File: src/rtl/tkr_cmd_serializer_if.sv
`timescale 1ns/1ps
// -----------------------------------------------------------------------------
// tkr_cmd_serializer_if
// Parallel command handshake into the tracker command serializer.
//   CmdValid : command presented by the event builder
//   CmdReady : serializer FIFO can accept a command
//   CmdAddr  : target board address
//   CmdCode  : command code
//   CmdData  : command payload byte
// Modports: master = command source, slave = serializer.
// -----------------------------------------------------------------------------
interface tkr_cmd_serializer_if;
  logic       CmdValid;
  logic       CmdReady;
  logic [3:0] CmdAddr;
  logic [3:0] CmdCode;
  logic [7:0] CmdData;

  modport master (output CmdValid, output CmdAddr, output CmdCode, output CmdData,
                  input  CmdReady);
  modport slave  (input  CmdValid, input  CmdAddr, input  CmdCode, input  CmdData,
                  output CmdReady);
endinterface

File: src/rtl/tkr_cmd_serializer.sv
`timescale 1ns/1ps
// -----------------------------------------------------------------------------
// tkr_cmd_serializer
// Event-builder-side transmitter for the tracker board serial command line.
// Commands {addr, code, data} are queued in a small FIFO and sent MSB-first as
// a framed bit stream: start '1', addr[3:0], code[3:0], data[7:0] and, when the
// TKR_CMD_PARITY_EN macro is defined, a trailing odd-parity bit. The line idles
// low and at least GAP low cycles (plus one pop cycle) separate frames.
//
// Ports:
//   CLK       : system clock, rising edge
//   RSTn      : asynchronous active-low reset
//   cmd       : command handshake (slave modport of tkr_cmd_serializer_if)
//   ClrOvf    : clears the sticky Overflow flag (a same-cycle set wins)
//   CmdOut    : serial command line, registered
//   Busy      : FIFO non-empty or frame/gap in progress
//   TxDone    : one-cycle pulse in the first gap cycle of each frame
//   FifoCount : number of queued commands (0..2^FIFO_AW)
//   Overflow  : sticky, set when a command is offered while full
//
// Configuration macro: TKR_CMD_PARITY_EN (undefined: 17-bit frame, no parity).
// -----------------------------------------------------------------------------
module tkr_cmd_serializer #(
  parameter int FIFO_AW = 2,
  parameter int GAP     = 3
) (
  input  logic                 CLK,
  input  logic                 RSTn,
  tkr_cmd_serializer_if.slave  cmd,
  input  logic                 ClrOvf,
  output logic                 CmdOut,
  output logic                 Busy,
  output logic                 TxDone,
  output logic [FIFO_AW:0]     FifoCount,
  output logic                 Overflow
);

  localparam int DEPTH = 2 ** FIFO_AW;
`ifdef TKR_CMD_PARITY_EN
  localparam int FRAME_LEN = 18;
`else
  localparam int FRAME_LEN = 17;
`endif
  localparam logic [FIFO_AW:0]   DEPTH_V    = (FIFO_AW+1)'(DEPTH);
  localparam logic [FIFO_AW:0]   CNT_ONE    = (FIFO_AW+1)'(1);
  localparam logic [FIFO_AW:0]   CNT_ZERO   = (FIFO_AW+1)'(0);
  localparam logic [FIFO_AW-1:0] PTR_ONE    = (FIFO_AW)'(1);
  localparam logic [FIFO_AW-1:0] PTR_ZERO   = (FIFO_AW)'(0);
  localparam logic [4:0]         LAST_BIT_V = 5'(FRAME_LEN - 1);
  localparam logic [3:0]         GAP_LAST_V = 4'(GAP - 1);

  typedef enum logic [1:0] {
    ST_IDLE  = 2'd0,
    ST_SHIFT = 2'd1,
    ST_GAP   = 2'd2
  } state_t;

  state_t               state_r;
  state_t               state_nxt_s;

  logic [15:0]          mem_r [DEPTH];
  logic [FIFO_AW-1:0]   wr_ptr_r;
  logic [FIFO_AW-1:0]   rd_ptr_r;
  logic [FIFO_AW:0]     count_r;
  logic [FRAME_LEN-1:0] shreg_r;
  logic [4:0]           bit_cnt_r;
  logic [3:0]           gap_cnt_r;
  logic                 cmd_out_r;
  logic                 tx_done_r;
  logic                 overflow_r;

  logic                 ready_s;
  logic                 push_s;
  logic                 pop_s;
  logic                 last_bit_s;
  logic                 gap_end_s;
  logic                 cmd_out_nxt_s;
  logic                 tx_done_nxt_s;
  logic [15:0]          head_s;
  logic [FRAME_LEN-1:0] frame_s;

`ifdef TKR_CMD_PARITY_EN
  // Odd parity: result makes the total number of ones (v plus parity) odd.
  function automatic logic odd_parity(input logic [15:0] v);
    return ~(^v);
  endfunction
`endif

  assign ready_s      = (count_r < DEPTH_V);
  assign cmd.CmdReady = ready_s;
  assign push_s       = cmd.CmdValid && ready_s;
  // The FSM pops only from IDLE; a push in the same cycle leaves the count unchanged.
  assign pop_s        = (state_r == ST_IDLE) && (count_r != CNT_ZERO);
  assign last_bit_s   = (state_r == ST_SHIFT) && (bit_cnt_r == LAST_BIT_V);
  assign gap_end_s    = (gap_cnt_r == GAP_LAST_V);
  assign head_s       = mem_r[rd_ptr_r];

`ifdef TKR_CMD_PARITY_EN
  assign frame_s = {1'b1, head_s, odd_parity(head_s)};
`else
  assign frame_s = {1'b1, head_s};
`endif

  assign CmdOut    = cmd_out_r;
  assign TxDone    = tx_done_r;
  assign Overflow  = overflow_r;
  assign FifoCount = count_r;
  assign Busy      = (state_r != ST_IDLE) || (count_r != CNT_ZERO);

  // FIFO storage; entries are only read after being written, so no reset is needed.
  always_ff @(posedge CLK) begin
    if (push_s) begin
      mem_r[wr_ptr_r] <= {cmd.CmdAddr, cmd.CmdCode, cmd.CmdData};
    end
  end

  // FIFO pointers and occupancy count; pointers wrap modulo the depth.
  always_ff @(posedge CLK or negedge RSTn) begin
    if (!RSTn) begin
      wr_ptr_r <= PTR_ZERO;
      rd_ptr_r <= PTR_ZERO;
      count_r  <= CNT_ZERO;
    end else begin
      if (push_s) begin
        wr_ptr_r <= wr_ptr_r + PTR_ONE;
      end
      if (pop_s) begin
        rd_ptr_r <= rd_ptr_r + PTR_ONE;
      end
      case ({push_s, pop_s})
        2'b10:   count_r <= count_r + CNT_ONE;
        2'b01:   count_r <= count_r - CNT_ONE;
        default: count_r <= count_r;
      endcase
    end
  end

  // Sticky overflow flag; a new overflow in the clearing cycle keeps it set.
  always_ff @(posedge CLK or negedge RSTn) begin
    if (!RSTn) begin
      overflow_r <= 1'b0;
    end else if (cmd.CmdValid && !ready_s) begin
      overflow_r <= 1'b1;
    end else if (ClrOvf) begin
      overflow_r <= 1'b0;
    end else begin
      overflow_r <= overflow_r;
    end
  end

  // FSM state register.
  always_ff @(posedge CLK or negedge RSTn) begin
    if (!RSTn) begin
      state_r <= ST_IDLE;
    end else begin
      state_r <= state_nxt_s;
    end
  end

  // FSM next-state logic.
  always_comb begin
    state_nxt_s = state_r;
    case (state_r)
      ST_IDLE: begin
        if (pop_s) state_nxt_s = ST_SHIFT;
        else       state_nxt_s = ST_IDLE;
      end
      ST_SHIFT: begin
        if (last_bit_s) state_nxt_s = ST_GAP;
        else            state_nxt_s = ST_SHIFT;
      end
      ST_GAP: begin
        if (gap_end_s) state_nxt_s = ST_IDLE;
        else           state_nxt_s = ST_GAP;
      end
      default: state_nxt_s = ST_IDLE;
    endcase
  end

  // FSM output logic: next value of the line and of the done pulse.
  always_comb begin
    cmd_out_nxt_s = 1'b0;
    tx_done_nxt_s = 1'b0;
    case (state_r)
      ST_SHIFT: begin
        cmd_out_nxt_s = shreg_r[FRAME_LEN-1];
        // The edge driving the last bit also enters GAP, so the pulse lands in the first GAP cycle.
        if (last_bit_s) tx_done_nxt_s = 1'b1;
        else            tx_done_nxt_s = 1'b0;
      end
      default: begin
        cmd_out_nxt_s = 1'b0;
        tx_done_nxt_s = 1'b0;
      end
    endcase
  end

  // Registered serial line and done pulse; reset drops the line at once.
  always_ff @(posedge CLK or negedge RSTn) begin
    if (!RSTn) begin
      cmd_out_r <= 1'b0;
      tx_done_r <= 1'b0;
    end else begin
      cmd_out_r <= cmd_out_nxt_s;
      tx_done_r <= tx_done_nxt_s;
    end
  end

  // Shift register, bit counter and gap counter.
  always_ff @(posedge CLK or negedge RSTn) begin
    if (!RSTn) begin
      shreg_r   <= {FRAME_LEN{1'b0}};
      bit_cnt_r <= 5'd0;
      gap_cnt_r <= 4'd0;
    end else begin
      case (state_r)
        ST_IDLE: begin
          if (pop_s) begin
            shreg_r   <= frame_s;
            bit_cnt_r <= 5'd0;
          end
        end
        ST_SHIFT: begin
          shreg_r   <= {shreg_r[FRAME_LEN-2:0], 1'b0};
          bit_cnt_r <= bit_cnt_r + 5'd1;
          if (last_bit_s) gap_cnt_r <= 4'd0;
        end
        ST_GAP: begin
          gap_cnt_r <= gap_cnt_r + 4'd1;
        end
        default: begin
          bit_cnt_r <= 5'd0;
          gap_cnt_r <= 4'd0;
        end
      endcase
    end
  end

endmodule
File: src/flat_wrapper.sv
// flat-port wrapper written by rule: the top's interface ports become plain ports
module tkr_cmd_serializer_flat 
#(
  parameter int FIFO_AW = 2,
  parameter int GAP     = 3
)
  (CLK, RSTn, ClrOvf, CmdOut, Busy, TxDone, FifoCount, Overflow, cmd_CmdValid, cmd_CmdAddr, cmd_CmdCode, cmd_CmdData, cmd_CmdReady);
  tkr_cmd_serializer_if cmd_i ();
  input  logic CLK;
  input  logic RSTn;
  input  logic ClrOvf;
  output logic CmdOut;
  output logic Busy;
  output logic TxDone;
  output logic [FIFO_AW:0] FifoCount;
  output logic Overflow;
  input wire logic [$bits(cmd_i.CmdValid)-1:0] cmd_CmdValid;
  input wire logic [$bits(cmd_i.CmdAddr)-1:0] cmd_CmdAddr;
  input wire logic [$bits(cmd_i.CmdCode)-1:0] cmd_CmdCode;
  input wire logic [$bits(cmd_i.CmdData)-1:0] cmd_CmdData;
  output wire logic [$bits(cmd_i.CmdReady)-1:0] cmd_CmdReady;
  assign cmd_i.CmdValid = cmd_CmdValid;
  assign cmd_i.CmdAddr = cmd_CmdAddr;
  assign cmd_i.CmdCode = cmd_CmdCode;
  assign cmd_i.CmdData = cmd_CmdData;
  assign cmd_CmdReady = cmd_i.CmdReady;
  tkr_cmd_serializer #(.FIFO_AW(FIFO_AW), .GAP(GAP)) u_core (.CLK(CLK), .RSTn(RSTn), .cmd(cmd_i), .ClrOvf(ClrOvf), .CmdOut(CmdOut), .Busy(Busy), .TxDone(TxDone), .FifoCount(FifoCount), .Overflow(Overflow));
endmodule
File: config.mk
export PLATFORM = sky130hd
export DESIGN_NAME = tkr_cmd_serializer_flat
export DESIGN_NICKNAME = d
export VERILOG_FILES = /design/src/rtl/tkr_cmd_serializer_if.sv /design/src/rtl/tkr_cmd_serializer.sv /design/src/flat_wrapper.sv
export SDC_FILE = /design/constraint.sdc
export NUM_CORES = 1
export LEC_CHECK = 0
export ABC_AREA = 0
export CAP_MARGIN = 0
export CORE_MARGIN = 3
export CORE_UTILIZATION = 35
export CTS_CLUSTER_SIZE = 16
export DETAILED_ROUTE_END_ITERATION = 8
export GPL_TIMING_DRIVEN = 0
export PLACE_DENSITY = 0.62
export SLEW_MARGIN = 10
export SYNTH_ARGS = -nofsm -noshare
export SYNTH_HDL_FRONTEND = slang
export SYNTH_SLANG_ARGS = --single-unit
File: constraint.sdc
create_clock -name CLK -period 2.58 [get_ports CLK]
set_input_delay 0.645 -clock CLK [delete_from_list [all_inputs] [get_ports CLK]]
set_output_delay 0.645 -clock CLK [all_outputs]
set_load 0.01 [all_outputs]
### Word-level counts from Yosys, hierarchy flattened

Memory sizes are Yosys's and may differ from the RTL's.
Cells that the tools add are included.

* register bits after elaboration: 38
* memories kept: 1
* input bits: 20
* RAM bits: 64
* logic and storage cells: 61

Memory list
* u_core.mem_r: depth 4, bits a word 16, rd ports 1, clocked after memory_dff 0, wr ports 1, RTL line tkr_cmd_serializer.sv:61 `logic [15:0] mem_r [DEPTH];`

* $lt $le $gt $ge: 1
* bitwise gates (word level): 2
* reductions and logical operators: 15
* mux-type cells: 18
* equal/unequal tests: 8
* $add $sub $neg: 6

Operator list (count)
* 17-bit case mux with 2 select lines: 1
* 17-bit two-way mux: 1
* 5-bit case mux with 3 select lines: 1
* 4-bit case mux with 3 select lines: 1
* 1-bit two-way mux: 8
* 2-bit nonzero test: 4
* 2-bit case mux with 3 select lines: 1
* 3-bit case mux with 2 select lines: 1
* 2-bit AND reduction: 3
* 5-bit by 1-bit adder with 5-bit output, second input constant: 1
* 5-bit equality test, second input constant: 1
* 5-bit two-way mux: 1
* 2-bit by 1-bit adder with 2-bit output, second input constant: 2
* 4-bit by 1-bit adder with 4-bit output, second input constant: 1
* 2-bit by 1-bit equality test with 1-bit output, second input constant: 2
* 2-bit equality test, second input constant: 2
* 4-bit by 2-bit equality test with 1-bit output, second input constant: 1
* 1-bit logical AND: 4
* 2-bit two-way mux: 2
* 4-bit two-way mux: 1
* 2-bit by 1-bit != test with 1-bit output, second input constant: 2
* 3-bit by 1-bit adder with 3-bit output, second input constant: 1
* 3-bit less-than comparator, second input constant: 1
* 3-bit nonzero test: 1
* 5 further kinds: 6

### Depth between registers and ports, before layout

* word-level depth: 4
* depth in mapped cells: 10
* gate-level depth less buffers: 9

### Least setup slack after synthesis

No wires, ideal clock.

* kind: register to register
* from: reg u_core.state_r[0]
* to: reg u_core.count_r[2] (netlist: u_core.FifoCount[2])
* stages on the path, launching flop included: 11
* clock period less this slack: 2148 ps
* setup time: 80 ps
* path slack: 432 ps
* data required time: 2500 ps
* buffers on the path: 1
* arrival: 2068 ps
* cells stage by stage: dfrtp_1 > nor2_1 > clkbuf_1 > nand2_1 > inv_1 > ha_1 > inv_1 > fa_1 > xor2_1 > nor2_1 > xnor2_1

* cells in the longest elaborated chain, start to end: 4
* elaborated cells on any way between the ends: 6
* classes of those cells: 2 x eq/ne; 1 x mux; 3 x reduce/logical

Ends and longest elaborated chain
* from (decl): RTL line tkr_cmd_serializer.sv:58 `state_t state_r;`
* from (signal assigned): RTL line tkr_cmd_serializer.sv:156 `state_r <= state_nxt_s;`
* 2-bit zero test *: RTL line tkr_cmd_serializer.sv:93 `assign pop_s = (state_r == ST_IDLE) && (count_r != CNT_ZERO);`
* 1-bit logical AND *: RTL line tkr_cmd_serializer.sv:93
* net u_core.pop_s: RTL line tkr_cmd_serializer.sv:74 `logic pop_s;`
* 2-bit by 1-bit equality test with 1-bit output or 2-bit equality test (tied branches): RTL line tkr_cmd_serializer.sv:130 `case ({push_s, pop_s})`
* 3-bit case mux with 2 select lines or 2-bit nonzero test (tied branches)
* to (signal assigned): RTL line tkr_cmd_serializer.sv:131 `2'b10: count_r <= count_r + CNT_ONE;`
* to (signal assigned): RTL line tkr_cmd_serializer.sv:132 `2'b01: count_r <= count_r - CNT_ONE;`
* to (signal assigned): RTL line tkr_cmd_serializer.sv:133 `default: count_r <= count_r;`
* to (decl): RTL line tkr_cmd_serializer.sv:64 `logic [FIFO_AW:0] count_r;`

Mark *: on every way through the listed nets, which the timed path passes. The rest lies on a longest branch.
A chain may end at the register's enable or synchronous reset.

### Final worst setup path

* from: reg u_core.state_r[0]
* to: out Busy

* cells in the longest elaborated chain, start to end: 2

Ends and longest elaborated chain
* 2-bit nonzero test: RTL line tkr_cmd_serializer.sv:108 `assign Busy = (state_r != ST_IDLE) || (count_r != CNT_ZERO);`
* 1-bit logical OR: RTL line tkr_cmd_serializer.sv:108
* to (decl): RTL line flat_wrapper.sv:13 `output logic Busy;`

Every way passes these cells.

==> reports/summary.md <==
Setup violations remaining at the end of the flow were counted as 0. Global routing used 11.4% of the available tracks. The number of clock buffers added by TritonCTS is 9. For this configuration, the core starts out at a cell density of 36.2%. The clock-pin slew on the worst setup and hold paths is 0.07 ns. Mean instance size in the synthesized netlist: 16.5 sq um. Among all flip-flop cells after synthesis, the most frequent one is sky130_fd_sc_hd__edfxtp_1. For the worst flop-to-flop path, the logic depth is 10. The number of instances in the synthesized netlist was 254; the area of the die was 13300 sq um. The run finished with clean final reports. For the post-detailed-routing wire length, the log shows 7080 um. For the worst setup path, the data arrival time is 1.79 ns. The total negative slack is 0 ns. The number of global-route vias before repair was 2229. The fraction of final layout cells with drive strength greater than 1 was 10.4%; the count of filler cells inserted in the layout was 1014. The core area was 11600 sq um.

Entering global routing, the biggest net connects 23 pins. The master cell of the clock root buffer is sky130_fd_sc_hd__clkbuf_16. The tools report the number of sinks driven by the clock tree as 102. The pre-antenna-repair detailed-routing pass consisted of 4 iterations.

The number of buffers inserted by hold repair at cts was 0. The average detailed-routed wire length per instance came out at 16.1 um. Setup repair after global routing left no endpoint under its margin. In this run the horizontal extent of the chip is 115 um.

For the global-route wire length before repair, the log shows 11500 um. The ratio of routed vias to standard cells came out at 5.04. Compared with the post-synthesis result, the final layout area differs by 18.7%. Static timing analysis puts the maximum clock frequency at 410 MHz. 0 antenna diodes ended up in the layout. Weighted congestion at the end of routability-driven global placement: 0.731. The worst hold-check path type was primary input to asynchronous set/reset pin. The post-layout minimum cycle time came out at 2.44 ns. During placement, the flow inserted port buffers numbering 27. The minimum hold slack is 0.240 ns. The run gives 0 as the final hold violation count. At the later pin of the worst-skew pair, clock insertion delay measures 0.34 ns. The worst clock skew on the final layout was 0.00530 ns. STA classifies the critical path endpoint as a primary output. STA puts the critical path data required time at 1.93 ns. The net count after synthesis is 284, and the residual DRC count is 0.

The post-synthesis register bit count is 102, and the largest voltage drop on the vdd net is 0.452 mV. Of the available clock period, the critical path in the final layout requires 94.6%. The H-tree generated during clock tree synthesis spans 3 levels. Height of the die: 115 um. Power spread over the standard cell area amounts to 1040 nW/um^2. The setup path with the least slack is of type flop to primary output. The logs give 37 for the post-synthesis cell type count and 0 for the yosys synthesis warning count.

Counting flops with a built-in enable in the synthesized netlist gives 64. The tools report the worst slew slack as a fraction of its limit as 40.6%. TritonCTS built the clock tree.

In this run the worst path has a maximum fanout of 10. After floorplanning, the core was divided into 39 placement rows. Of all flip-flops after synthesis, the portion carrying an async set or reset was 37.3%. The clock passes through at most 2 buffers. Global routing finished with a remaining overflow of 0. The area of the mapped netlist is 4190 sq um, and the proportion of total power due to net switching is 29.5%.

Internal power comes to 3650 uW. The logs give 2216 for the number of vias in the routed layout and 1530 uW for the power dissipated by switching net loads. The share of the yosys chip area belonging to registers came out at 68.6%. In the final design database the tool counted 322 nets.

Number of maximum-capacitance violations: 0. In this run the remaining antenna-violating nets after routing total 0. The logs give 0 for the final max-slew violation count and 45.1% for the sequential group share of total power.

The proportion of power drawn by the clock network is 26.2%, and the post-detailed-placement half-perimeter wirelength is 4600 um. The slew at the pin closest to its max-slew limit is 0.891 ns. STA classifies the critical path startpoint as a flop.

28 I/O pins were placed. The logs give 0.00193 uW for the leakage power of the design and 129 for the number of DRC markers in iteration 0. The number of setup buffers added after CTS is 0. Combinational logic is responsible for 28.8% of the overall power.

For the number of antenna violations at the first check in global routing, the log shows 0.
==> kinds of logic after synthesis <==
| group | share of synthesized area [%] |
|---|---|
| xor+xnor | 1.67 |
| mux | 9.41 |
| simple gates | 6.87 |
| fa+ha+maj | 3.17 |
| buf+inv | 3.05 |
| compound gates | 7.23 |
| flops | 68.6 |
==> sequential cells by signal, indices dropped and copies added, names as in the netlist <==
signal,cells
u_core.CmdOut,1
u_core.FifoCount,3
u_core.Overflow,1
u_core.TxDone,1
u_core.bit_cnt_r,5
u_core.gap_cnt_r,4
u_core.mem_r,64
u_core.rd_ptr_r,2
u_core.shreg_r,17
u_core.state_r,2
u_core.wr_ptr_r,2
==> Yosys cell counts, types with 3 or more instances <==
master / n / area, sq um
sky130_fd_sc_hd__xnor2_1: 7 / 61.3
sky130_fd_sc_hd__dfrtp_1: 38 / 951
sky130_fd_sc_hd__inv_1: 14 / 52.6
sky130_fd_sc_hd__nor2_1: 7 / 26.3
sky130_fd_sc_hd__mux4_1: 9 / 236
sky130_fd_sc_hd__clkbuf_1: 8 / 30.0
sky130_fd_sc_hd__a21oi_1: 5 / 25.0
sky130_fd_sc_hd__mux4_2: 7 / 158
sky130_fd_sc_hd__and2_1: 6 / 37.5
sky130_fd_sc_hd__nor2b_1: 3 / 18.8
sky130_fd_sc_hd__ha_1: 9 / 113
sky130_fd_sc_hd__a221o_1: 15 / 150
sky130_fd_sc_hd__nand3_1: 4 / 20.0
sky130_fd_sc_hd__o21ai_0: 7 / 35.0
sky130_fd_sc_hd__and3_1: 16 / 100
sky130_fd_sc_hd__a22o_1: 3 / 26.3
sky130_fd_sc_hd__nand2_1: 9 / 33.8
sky130_fd_sc_hd__edfxtp_1: 64 / 1920
==> what timing repair did <==
action	in CTS	in global routing
endpoints found under the setup margin	2	2
resized for setup	2	1
pin swaps	0	0
cloned	0	0
endpoints found under the hold margin	0	0
==> routing by layer <==
layer / vias to the layer above / track usage [%] / part of all wire [%]
met1: 1120 / 15.4 / 47
li1: 1058 / - / -
met3: 8 / 2.95 / 3.0
met4: 0 / 3.76 / 1.3
met2: 30 / 18.1 / 49
met5: - / 0 / 0
==> final timing paths <==
| check | from | end | slack [ns] |
|---|---|---|---|
| min in group CLK | u_core.shreg_r[16]$_DFFE_PN0P_ | u_core.CmdOut$_DFF_PN0_ | 0.51 |
| hold reg to reg | u_core.shreg_r[16]$_DFFE_PN0P_ | u_core.CmdOut$_DFF_PN0_ | 0.51 |
| setup reg to reg | u_core.state_r[0]$_DFF_PN0_ | u_core.FifoCount[2]$_DFFE_PN0P_ | 0.29 |
| setup / recovery | u_core.state_r[0]$_DFF_PN0_ | Busy | 0.14 |
| hold / removal | RSTn | u_core.FifoCount[2]$_DFFE_PN0P_ | 0.24 |
| max in group asynchronous | RSTn | u_core.gap_cnt_r[0]$_DFFE_PN0P_ | 1.89 |
==> power by group through the flow <==
stage                     combinational [uW]  sequential (uW)  clock (uW)
final                                   1490             2330        1350
after global routing                    1680             2370        1470
after CTS                               1530             2330        1390
after detailed placement                1530             2360           0
after global placement                  1490             2350           0
after floorplan                         1080             2320           0
==> layout make-up <==
| class | instances | area, sq um | share of cell area [%] |
|---|---|---|---|
| flip-flops and latches | 102 | 2870 | 57.8 |
| multi-input cells | 125 | 1190 | 24.0 |
| repair buffers | 28 | 293 | 5.89 |
| clock buffers | 9 | 225 | 4.53 |
| well taps | 143 | 179 | 3.60 |
| clock inverters | 7 | 80.1 | 1.61 |
| plain buffers | 12 | 72.6 | 1.46 |
| inverters | 14 | 52.6 | 1.06 |
==> critical path: stages, from the launching register on <==
cell	delay (ns)
sky130_fd_sc_hd__dfrtp_1	0.42
sky130_fd_sc_hd__nor2_4	0.24
sky130_fd_sc_hd__clkbuf_2	0.25
sky130_fd_sc_hd__nand2_1	0.07
sky130_fd_sc_hd__clkdlybuf4s50_1	0.47
==> per-stage QoR <==
step / total power, uW / util (%) / setup WS, ns / cells / instance area (sq um)
6_report: 5180 / 43.0 / 0.140 / 440 / 4970
5_1_grt: 5520 / 43.0 / 0.0394 / 440 / 4970
4_1_cts: 5250 / 43.0 / 0.0251 / 441 / 4970
3_5_place_dp: 3890 / 40.3 / -0.191 / 425 / 4660
3_3_place_gp: 3840 / 40.1 / -0.129 / 424 / 4640
2_1_floorplan: 3390 / - / 0.432 / 254 / 4190
==> layout by cell type (no fill, tap or decap), types with 2 or more instances in the layout <==
cell type	instances
sky130_fd_sc_hd__edfxtp_1	64
sky130_fd_sc_hd__dfrtp_1	38
sky130_fd_sc_hd__clkdlybuf4s50_1	26
sky130_fd_sc_hd__and3_1	16
sky130_fd_sc_hd__a221o_1	15
sky130_fd_sc_hd__inv_1	14
sky130_fd_sc_hd__nand2_1	9
sky130_fd_sc_hd__mux4_1	9
sky130_fd_sc_hd__ha_1	9
sky130_fd_sc_hd__clkbuf_16	9
sky130_fd_sc_hd__o21ai_0	7
sky130_fd_sc_hd__mux4_2	7
sky130_fd_sc_hd__xnor2_1	7
sky130_fd_sc_hd__clkbuf_1	6
sky130_fd_sc_hd__and2_1	6
sky130_fd_sc_hd__nor2_1	6
sky130_fd_sc_hd__a21oi_1	5
sky130_fd_sc_hd__nand3_1	4
sky130_fd_sc_hd__nor2b_1	3
sky130_fd_sc_hd__buf_2	3
sky130_fd_sc_hd__a22o_1	3
sky130_fd_sc_hd__nor3_1	2
sky130_fd_sc_hd__o22ai_1	2
sky130_fd_sc_hd__o2bb2ai_1	2
sky130_fd_sc_hd__clkinvlp_4	2
sky130_fd_sc_hd__inv_8	2
Power figures use the tool's default switching activity.
